## src/rtl/vdc_vram_arbiter_pkg.sv

```systemverilog
// Shared types and constants for the VDC VRAM port arbiter.
package vdc_vram_arbiter_pkg;

    typedef struct packed {
        logic        we;
        logic [15:0] addr;
        logic [15:0] wdata;
    } vram_req_t;

    typedef enum logic [1:0] {GNT_IDLE, GNT_BG, GNT_CPU, GNT_DMA} grant_t;

    localparam logic [7:0] BG_SLOT_MASK_DEFAULT = 8'b1010_0010;

endpackage

```

## src/rtl/vram_req_slot.sv

```systemverilog
// Single-entry pending buffer: accepts a request when empty, drops it when issued.
module vram_req_slot
    import vdc_vram_arbiter_pkg::*;
(
    input  logic        clock,
    input  logic        reset_N,
    input  logic        req,
    input  logic        we,
    input  logic [15:0] addr,
    input  logic [15:0] wdata,
    input  logic        clear,
    output logic        ack,
    output vram_req_t   entry,
    output logic        valid
);

    assign ack = req && !valid;

    // ack needs !valid and clear needs valid, so the two never coincide.
    always_ff @(posedge clock or negedge reset_N) begin
        if (!reset_N) begin
            valid <= 1'b0;
            entry <= '0;
        end else if (ack) begin
            valid <= 1'b1;
            entry <= '{we: we, addr: addr, wdata: wdata};
        end else if (clear) begin
            valid <= 1'b0;
        end
    end

endmodule

```

## src/rtl/vdc_vram_arbiter.sv

```systemverilog
// Time-slot arbiter for the VDC VRAM port: BG fetch slots, then CPU/DMA with DMA anti-starvation.
// Optional DMA port is built only when VDC_VRAM_DMA_EN is defined.
module vdc_vram_arbiter
    import vdc_vram_arbiter_pkg::*;
#(
    parameter logic [7:0]  BG_SLOT_MASK = BG_SLOT_MASK_DEFAULT,
    parameter int unsigned STARVE_LIMIT = 4
) (
    input  logic        clock,
    input  logic        reset_N,
    input  logic [2:0]  char_cycle,
    input  logic        bg_active,
    input  logic [15:0] bg_addr,
    input  logic        cpu_req,
    input  logic        cpu_we,
    input  logic [15:0] cpu_addr,
    input  logic [15:0] cpu_wdata,
    output logic        cpu_ack,
    output logic        cpu_rvalid,
    output logic [15:0] cpu_rdata,
    input  logic        dma_req,
    input  logic        dma_we,
    input  logic [15:0] dma_addr,
    input  logic [15:0] dma_wdata,
    output logic        dma_ack,
    output logic        dma_rvalid,
    output logic [15:0] dma_rdata,
    output logic [15:0] MA,
    output logic [15:0] MD_out,
    input  logic [15:0] MD_in,
    output logic        vram_re,
    output logic        vram_we
);

    localparam logic [3:0] STARVE_MAX = 4'(STARVE_LIMIT);

    logic      bg_slot;
    logic      starved;
    logic      cpu_valid, dma_valid;
    logic      cpu_clear, dma_clear;
    vram_req_t cpu_entry, dma_entry, issue_req;
    grant_t    grant, tag_q;

    assign bg_slot   = bg_active && BG_SLOT_MASK[char_cycle];
    assign cpu_clear = (grant == GNT_CPU);
    assign dma_clear = (grant == GNT_DMA);

    vram_req_slot u_cpu_slot (
        .clock   (clock),
        .reset_N (reset_N),
        .req     (cpu_req),
        .we      (cpu_we),
        .addr    (cpu_addr),
        .wdata   (cpu_wdata),
        .clear   (cpu_clear),
        .ack     (cpu_ack),
        .entry   (cpu_entry),
        .valid   (cpu_valid)
    );

`ifdef VDC_VRAM_DMA_EN
    logic [3:0] starve_cnt;

    vram_req_slot u_dma_slot (
        .clock   (clock),
        .reset_N (reset_N),
        .req     (dma_req),
        .we      (dma_we),
        .addr    (dma_addr),
        .wdata   (dma_wdata),
        .clear   (dma_clear),
        .ack     (dma_ack),
        .entry   (dma_entry),
        .valid   (dma_valid)
    );

    assign starved = (starve_cnt == STARVE_MAX);

    // Counts CPU wins while DMA waits; any DMA issue or empty DMA buffer restarts it.
    always_ff @(posedge clock or negedge reset_N) begin
        if (!reset_N) begin
            starve_cnt <= 4'd0;
        end else if (grant == GNT_DMA || !dma_valid) begin
            starve_cnt <= 4'd0;
        end else if (grant == GNT_CPU && !starved) begin
            starve_cnt <= starve_cnt + 4'd1;
        end
    end
`else
    logic unused_dma;

    assign dma_ack    = 1'b0;
    assign dma_valid  = 1'b0;
    assign dma_entry  = '0;
    assign starved    = 1'b0;
    assign unused_dma = ^{dma_req, dma_we, dma_addr, dma_wdata, STARVE_MAX};
`endif

    always_comb begin
        grant = GNT_IDLE;
        if (bg_slot)                    grant = GNT_BG;
        else if (dma_valid && starved)  grant = GNT_DMA;
        else if (cpu_valid)             grant = GNT_CPU;
        else if (dma_valid)             grant = GNT_DMA;
    end

    assign issue_req = (grant == GNT_DMA) ? dma_entry : cpu_entry;

    always_comb begin
        MA      = '0;
        MD_out  = '0;
        vram_re = 1'b0;
        vram_we = 1'b0;
        unique case (grant)
            GNT_BG: begin
                MA      = bg_addr;
                vram_re = 1'b1;
            end
            GNT_CPU, GNT_DMA: begin
                MA      = issue_req.addr;
                vram_we = issue_req.we;
                vram_re = !issue_req.we;
                MD_out  = issue_req.we ? issue_req.wdata : 16'h0000;
            end
            default: ;
        endcase
    end

    // tag_q marks who owns the read whose data is on MD_in this cycle.
    always_ff @(posedge clock or negedge reset_N) begin
        if (!reset_N) begin
            tag_q      <= GNT_IDLE;
            cpu_rvalid <= 1'b0;
            cpu_rdata  <= '0;
            dma_rvalid <= 1'b0;
            dma_rdata  <= '0;
        end else begin
            tag_q      <= ((cpu_clear || dma_clear) && !issue_req.we) ? grant : GNT_IDLE;
            cpu_rvalid <= (tag_q == GNT_CPU);
            dma_rvalid <= (tag_q == GNT_DMA);
            if (tag_q == GNT_CPU) cpu_rdata <= MD_in;
            if (tag_q == GNT_DMA) dma_rdata <= MD_in;
        end
    end

endmodule

```

## config.mk

```make
export PLATFORM = sky130hd
export DESIGN_NAME = vdc_vram_arbiter
export DESIGN_NICKNAME = d
export VERILOG_FILES = /design/src/rtl/vdc_vram_arbiter_pkg.sv /design/src/rtl/vram_req_slot.sv /design/src/rtl/vdc_vram_arbiter.sv
export SDC_FILE = /design/constraint.sdc
export NUM_CORES = 1
export LEC_CHECK = 0
export CAP_MARGIN = 20
export CORE_ASPECT_RATIO = 0.75
export CORE_UTILIZATION = 39
export CTS_CLUSTER_DIAMETER = 80
export DETAILED_ROUTE_END_ITERATION = 6
export GPL_ROUTABILITY_DRIVEN = 0
export PLACE_DENSITY_LB_ADDON = 0.3
export SYNTH_ARGS = -nofsm -noshare
export SYNTH_HDL_FRONTEND = slang
export SYNTH_SLANG_ARGS = --single-unit
```

## constraint.sdc

```tcl
create_clock -name clock -period 1.7 [get_ports clock]
set_clock_uncertainty 0.15 [all_clocks]
set_input_delay 0.425 -clock clock [delete_from_list [all_inputs] [get_ports clock]]
set_output_delay 0.425 -clock clock [all_outputs]
set_load 0.02 [all_outputs]
```

==> impl_metrics.toml, run 1 <==
[clocking]
cts_root_buf = "clkbuf_8"
clk_path_buf_depth = 2
cts_made_buffers = 9
cts_htree_levels = 3
path_clk_slew_ns = 0.08
clkLatencyLatePin_ns = 0.35
cts_sinks = 70
cts_tree = "built"

[setup_path]
cp_top_family = "flip-flops"
slowest_delay_ns = 0.37
r2r_slack_ns = -0.12
slowest_stage = "dfrtp_1"
cp_max_fo = 8
reg2reg_depth = 7
crit_buf_inv = 3
worstPathCellList = "nand2_2 -> a31oi_4 -> buf_12 -> buf_16 -> and2_4 -> buf_6"
cp-start-kind = "flip-flop"
cp.required_ns = 1.12
endpoint_kind = "output pin"
worstSetupPathType = "flip-flop to output pin"
cp_num_cells = 6
critPathArrivalTime_ns = 1.48

[timing]
timing.final.crit_period_ns = 2.050
whs_ns = 0.3497
finalCritPeriodShare = 1.206
finalHoldViolations = 0
setup_violations = 68
fin_ws_ns = -0.3500
rsz0062_at_grt = "true"
finalMaxSlewViolations = 0
setup_tns_ns = -11.86
clock.fmax_ghz = 0.4878

[cells_and_area]
final_cell_count_no_fill = 501
areaGrowthSynthToFinish_pct = 69.86
fin_area_um2 = 5458
drive_above_1_share = 0.4571
diodes = 0
layout_common_cells = "dfrtp_1 (70), clkdlybuf4s50_1 (66), mux2_2 (37), dlygate4sd2_1 (32)"
fin_util = 0.6863
nets = 498
final_common_cell = "dfrtp_1"

[pwr]
p_per_area_nw_per_um2 = 1152
power_mw = 6.287
ir_drop_v = 0.0005396
p_leak_nw = 2.570

[synth]
ys_seq_area_frac = 0.5452
synth_cells = 225
ys.warnings.count = 0
synth.area.top_cells = "dfrtp_1 (55%), mux2_4 (13%), mux2_2 (13%)"
post_synth.cell_area_avg_um2 = 14.28
synth_area_leader_cell = "dfrtp_1"
ys_ff_latch = 70
synth_top_cell_area_share = 0.5452
ys_types = 22
synth_area_um2 = 3213

[drt]
firstDrtPassIters = 4
wl_per_cell_um = 16.13
drtIter0Drc = 115
wl_mm = 8.080
drc_errors = 0
vias_per_cell = 4.647
vias = 2328
ant_nets = 0

[floorplan]
dieHeight_um = 80.61
rows = 28
core_um2 = 7953
design.die.area_um2 = 8609
start_util = 0.4040
die_w_um = 106.8
ioPinCount = 176

[place]
dp_slack_ns = -1.072
dp_hpwl_mm = 5.157
portBuffers = 140
dp_cells = 469
placed_area_um2 = 4877

[global_route]
grt_pass1_vias = 2459
overflow = 0
grt_max_degree = 71
grt_pass1_wl_mm = 12.59
antenna_found_initial = 0
track_usage = 0.1985

[job]
max-cap-violations = 0

[worst_hold_path]
hold-path-cell-count = 1
hold_path.class = "flip-flop to flip-flop"

[run_status]
status = "finished with violations"
violations = "negative setup slack"
## cell type report
class,instances,area (µm²)
fill,583,2495
inverter,18,67.56
clock buffer,9,123.9
tap,105,131.4
sequential,70,1752
clock inverter,6,111.4
multi-input combinational,125,1418
timing repair buffer,168,1854
## kinds of logic (layout without fill, tap and decap cells)
group,after synthesis,in the layout,share of synthesized area
buffers and inverters,31,201,0.06697
muxes,81,81,0.3104
DFF,70,70,0.5452
AOI/OAI and AO/OA,3,3,0.01051
and+or+nand+nor,39,39,0.06581
other,1,2,0.001167
## metal layers
metal	wire [µm]	up-vias	track usage
met5	0	-	0
met4	87	0	0.05753
met3	644	8	0.08360
met2	3873	97	0.3252
met1	3474	1138	0.2395
li1	-	1085	-
## final timing paths
check | startpoint | endpoint
min in group asynchronous | reset_N | dma_rdata[4]
setup reg to reg | u_cpu_slot.valid | u_cpu_slot.entry[0]
setup / recovery | u_cpu_slot.entry[32] | MD_out[2]
hold / removal | dma_rdata[8] | dma_rdata[8]
hold reg to reg | dma_rdata[8] | dma_rdata[8]
max in group asynchronous | reset_N | u_cpu_slot.entry[6]
## what timing repair did
item                       4_1_cts  5_1_grt
gates cloned                     7        1
setup buffers                    7        4
resized for setup              279       12
pin swaps                        9        1
hold endpoints to repair        70        0
hold buffers                     1        0
setup endpoints to repair       93       70
## registers in the layout (all words and copies together) (netlist names)
name,count
tag_q,2
u_cpu_slot.valid,1
dma_rvalid,1
dma_rdata,16
cpu_rdata,16
cpu_rvalid,1
u_cpu_slot.entry,33
## report_power, final
part           switching, mW  total (mW)  leakage, nW  internal [mW]
clock                  0.654        1.62        0.115          0.966
combinational           1.06        2.33         1.63           1.27
sequential             0.226        2.34        0.826           2.11
## cell usage after synthesis
cell type  instances
a31oi_4            1
mux2_4            28
nor2b_1            1
buf_2              1
nand2b_4           1
and2_1            16
o21bai_1           1
nor2b_2            1
nor3b_1            1
conb_1             1
inv_1             18
buf_4              3
nand2_1           17
buf_12             3
nand3_1            1
mux2i_1           16
buf_6              5
o21ai_0            1
dfrtp_1           70
clkbuf_1           1
mux2_2            37
nand2_2            1
No activity file was read; power rests on OpenSTA's default activity.
==> run 2: changes to the inputs <==
SKIP_LAST_GASP = 1   (was unset)
==> run 2 against run 1 <==
Effect of this change: core utilization grew 0.19 points; largest power group unchanged; power about the same; global-route usage is the same; critical path type unchanged; worst setup slack worse by 0.0015 ns; the run still ends with negative setup slack left; sequential power barely moved; critical endpoint unchanged; first-iteration DRC count is 5.2% lower; sequential cell count unchanged; register-to-register slack about the same.
==> impl_metrics.toml, run 2 (same netlist as run 1, synthesis figures left out) <==
[place]
portBuffers = 140
dp_hpwl_mm = 5.157
placed_area_um2 = 4877
dp_cells = 469
dp_slack_ns = -1.072

[clocking]
cts_made_buffers = 9
clk_path_buf_depth = 2
path_clk_slew_ns = 0.08
cts_tree = "built"
cts_htree_levels = 3
cts_sinks = 70
clkLatencyLatePin_ns = 0.35
cts_root_buf = "clkbuf_8"

[cells_and_area]
fin_area_um2 = 5473
seqCellArea_um2 = 1752
areaGrowthSynthToFinish_pct = 70.33
multi_input_area_um2 = 1418
largest_register = "u_cpu_slot.entry"
reg_top3 = "u_cpu_slot.entry x33, cpu_rdata x16, dma_rdata x16"
drive_above_1_share = 0.4584
final_cell_count_no_fill = 502
layout_common_cells = "dfrtp_1 (70), clkdlybuf4s50_1 (66), mux2_2 (37), dlygate4sd2_1 (32)"
largest_reg_flops = 33
diodes = 0
n_fill_cell = 582
final_common_cell = "dfrtp_1"
nets = 499

[setup_path]
slowest_stage = "dfrtp_1"
slowest_delay_ns = 0.37
cp-start-kind = "flip-flop"
critPathArrivalTime_ns = 1.48
cp.required_ns = 1.12
r2r_slack_ns = -0.13
cp_max_fo = 8
worstPathCellList = "nand2_2 -> a31oi_4 -> buf_12 -> buf_16 -> and2_4 -> buf_6"
endpoint_kind = "output pin"
worstSetupPathType = "flip-flop to output pin"

[drt]
ant_nets = 0
wl_per_cell_um = 16.23
drtIter0Drc = 109
firstDrtPassIters = 4
drc_errors = 0
wl_mm = 8.145
vias_per_cell = 4.655
vias = 2337

[timing]
timing.final.crit_period_ns = 2.051
setup_violations = 68
finalHoldViolations = 0
rsz0062_at_grt = "true"
finalCritPeriodShare = 1.207
fin_ws_ns = -0.3515
finalMaxSlewViolations = 0
clock.fmax_ghz = 0.4875

[pwr]
ir_drop_v = 0.0005411
p_per_area_nw_per_um2 = 1150
p_leak_nw = 2.579

[worst_hold_path]
hold_path.class = "flip-flop to flip-flop"

[global_route]
grt_pass1_vias = 2460
grt_max_degree = 71
grt_pass1_wl_mm = 12.57
track_usage = 0.1985
overflow = 0
antenna_found_initial = 0

[floorplan]
rows = 28
design.die.area_um2 = 8609
dieHeight_um = 80.61
ioPinCount = 176
die_w_um = 106.8
start_util = 0.4040
core_um2 = 7953

[run_status]
violations = "negative setup slack"
status = "finished with violations"

[job]
max-cap-violations = 0
-- run 2: cell types whose count changed in the layout (fill, tap and decap cells not counted) --
cell	delta
buf_2	+1
buf_8	-1
clkbuf_16	+1
-- run 2: layout make-up --
class                   count  share of cell area
repair buffers            169              0.3416
clock buffers               9             0.02263
flip-flops and latches     70              0.3201
clock inverters             6             0.02035
well taps                 105             0.02401
inverters                  18             0.01235
multi-input cells         125              0.2590
-- run 2: routing by layer --
layer,wire length (µm),track usage,part of all wire
met5,0,0,0
met4,87,0.05753,0.011
met3,643,0.08360,0.079
met2,3946,0.3252,0.48
met1,3468,0.2395,0.43
-- run 2: power breakdown --
group | switching (mW) | internal (mW)
Clock | 0.655 | 0.966
Sequential | 0.225 | 2.11
Combinational | 1.06 | 1.28
Total | 1.94 | 4.35
-- run 2: metrics by stage --
step | util | power, mW | setup TNS [ns] | hold slack (ns)
after floorplan | - | 3.601 | -1.892 | -0.02059
after global placement | 0.6133 | 4.673 | -46.52 | 0.3300
after detailed placement | 0.6133 | 4.731 | -47.03 | 0.3245
after CTS | 0.6814 | 6.318 | -12.42 | 0.3549
after global routing | 0.6882 | 6.600 | -16.26 | 0.3614
final | 0.6882 | 6.291 | -12.09 | 0.3497
-- run 2: worst max-delay path, delay by kind of cell, from the launching register on --
kind / cells / cell delay [ns]
flip-flops: 1 / 0.37
buffers and inverters: 3 / 0.36
AND/OR/NAND/NOR: 2 / 0.21
AO/OA/AOI/OAI: 1 / 0.19
-- run 2: what timing repair did --
item                                    in CTS  in global routing
gates cloned                                 7                  2
hold buffers                                 1                  0
endpoints found under the hold margin       70                  0
buffers inserted                             7                  4
pin swaps                                    9                  0
resized for setup                          276                 12
endpoints found under the setup margin      93                 70
-- run 2: final timing paths --
kind | start | to | cells after the start
max in group asynchronous | reset_N | u_cpu_slot.entry[6] | 3
min in group asynchronous | reset_N | dma_rdata[4] | 3
hold reg to reg | dma_rdata[8] | dma_rdata[8] | 1
hold / removal | dma_rdata[8] | dma_rdata[8] | 1
setup / recovery | u_cpu_slot.entry[32] | MD_out[2] | 6
setup reg to reg | u_cpu_slot.valid | u_cpu_slot.entry[0] | 7
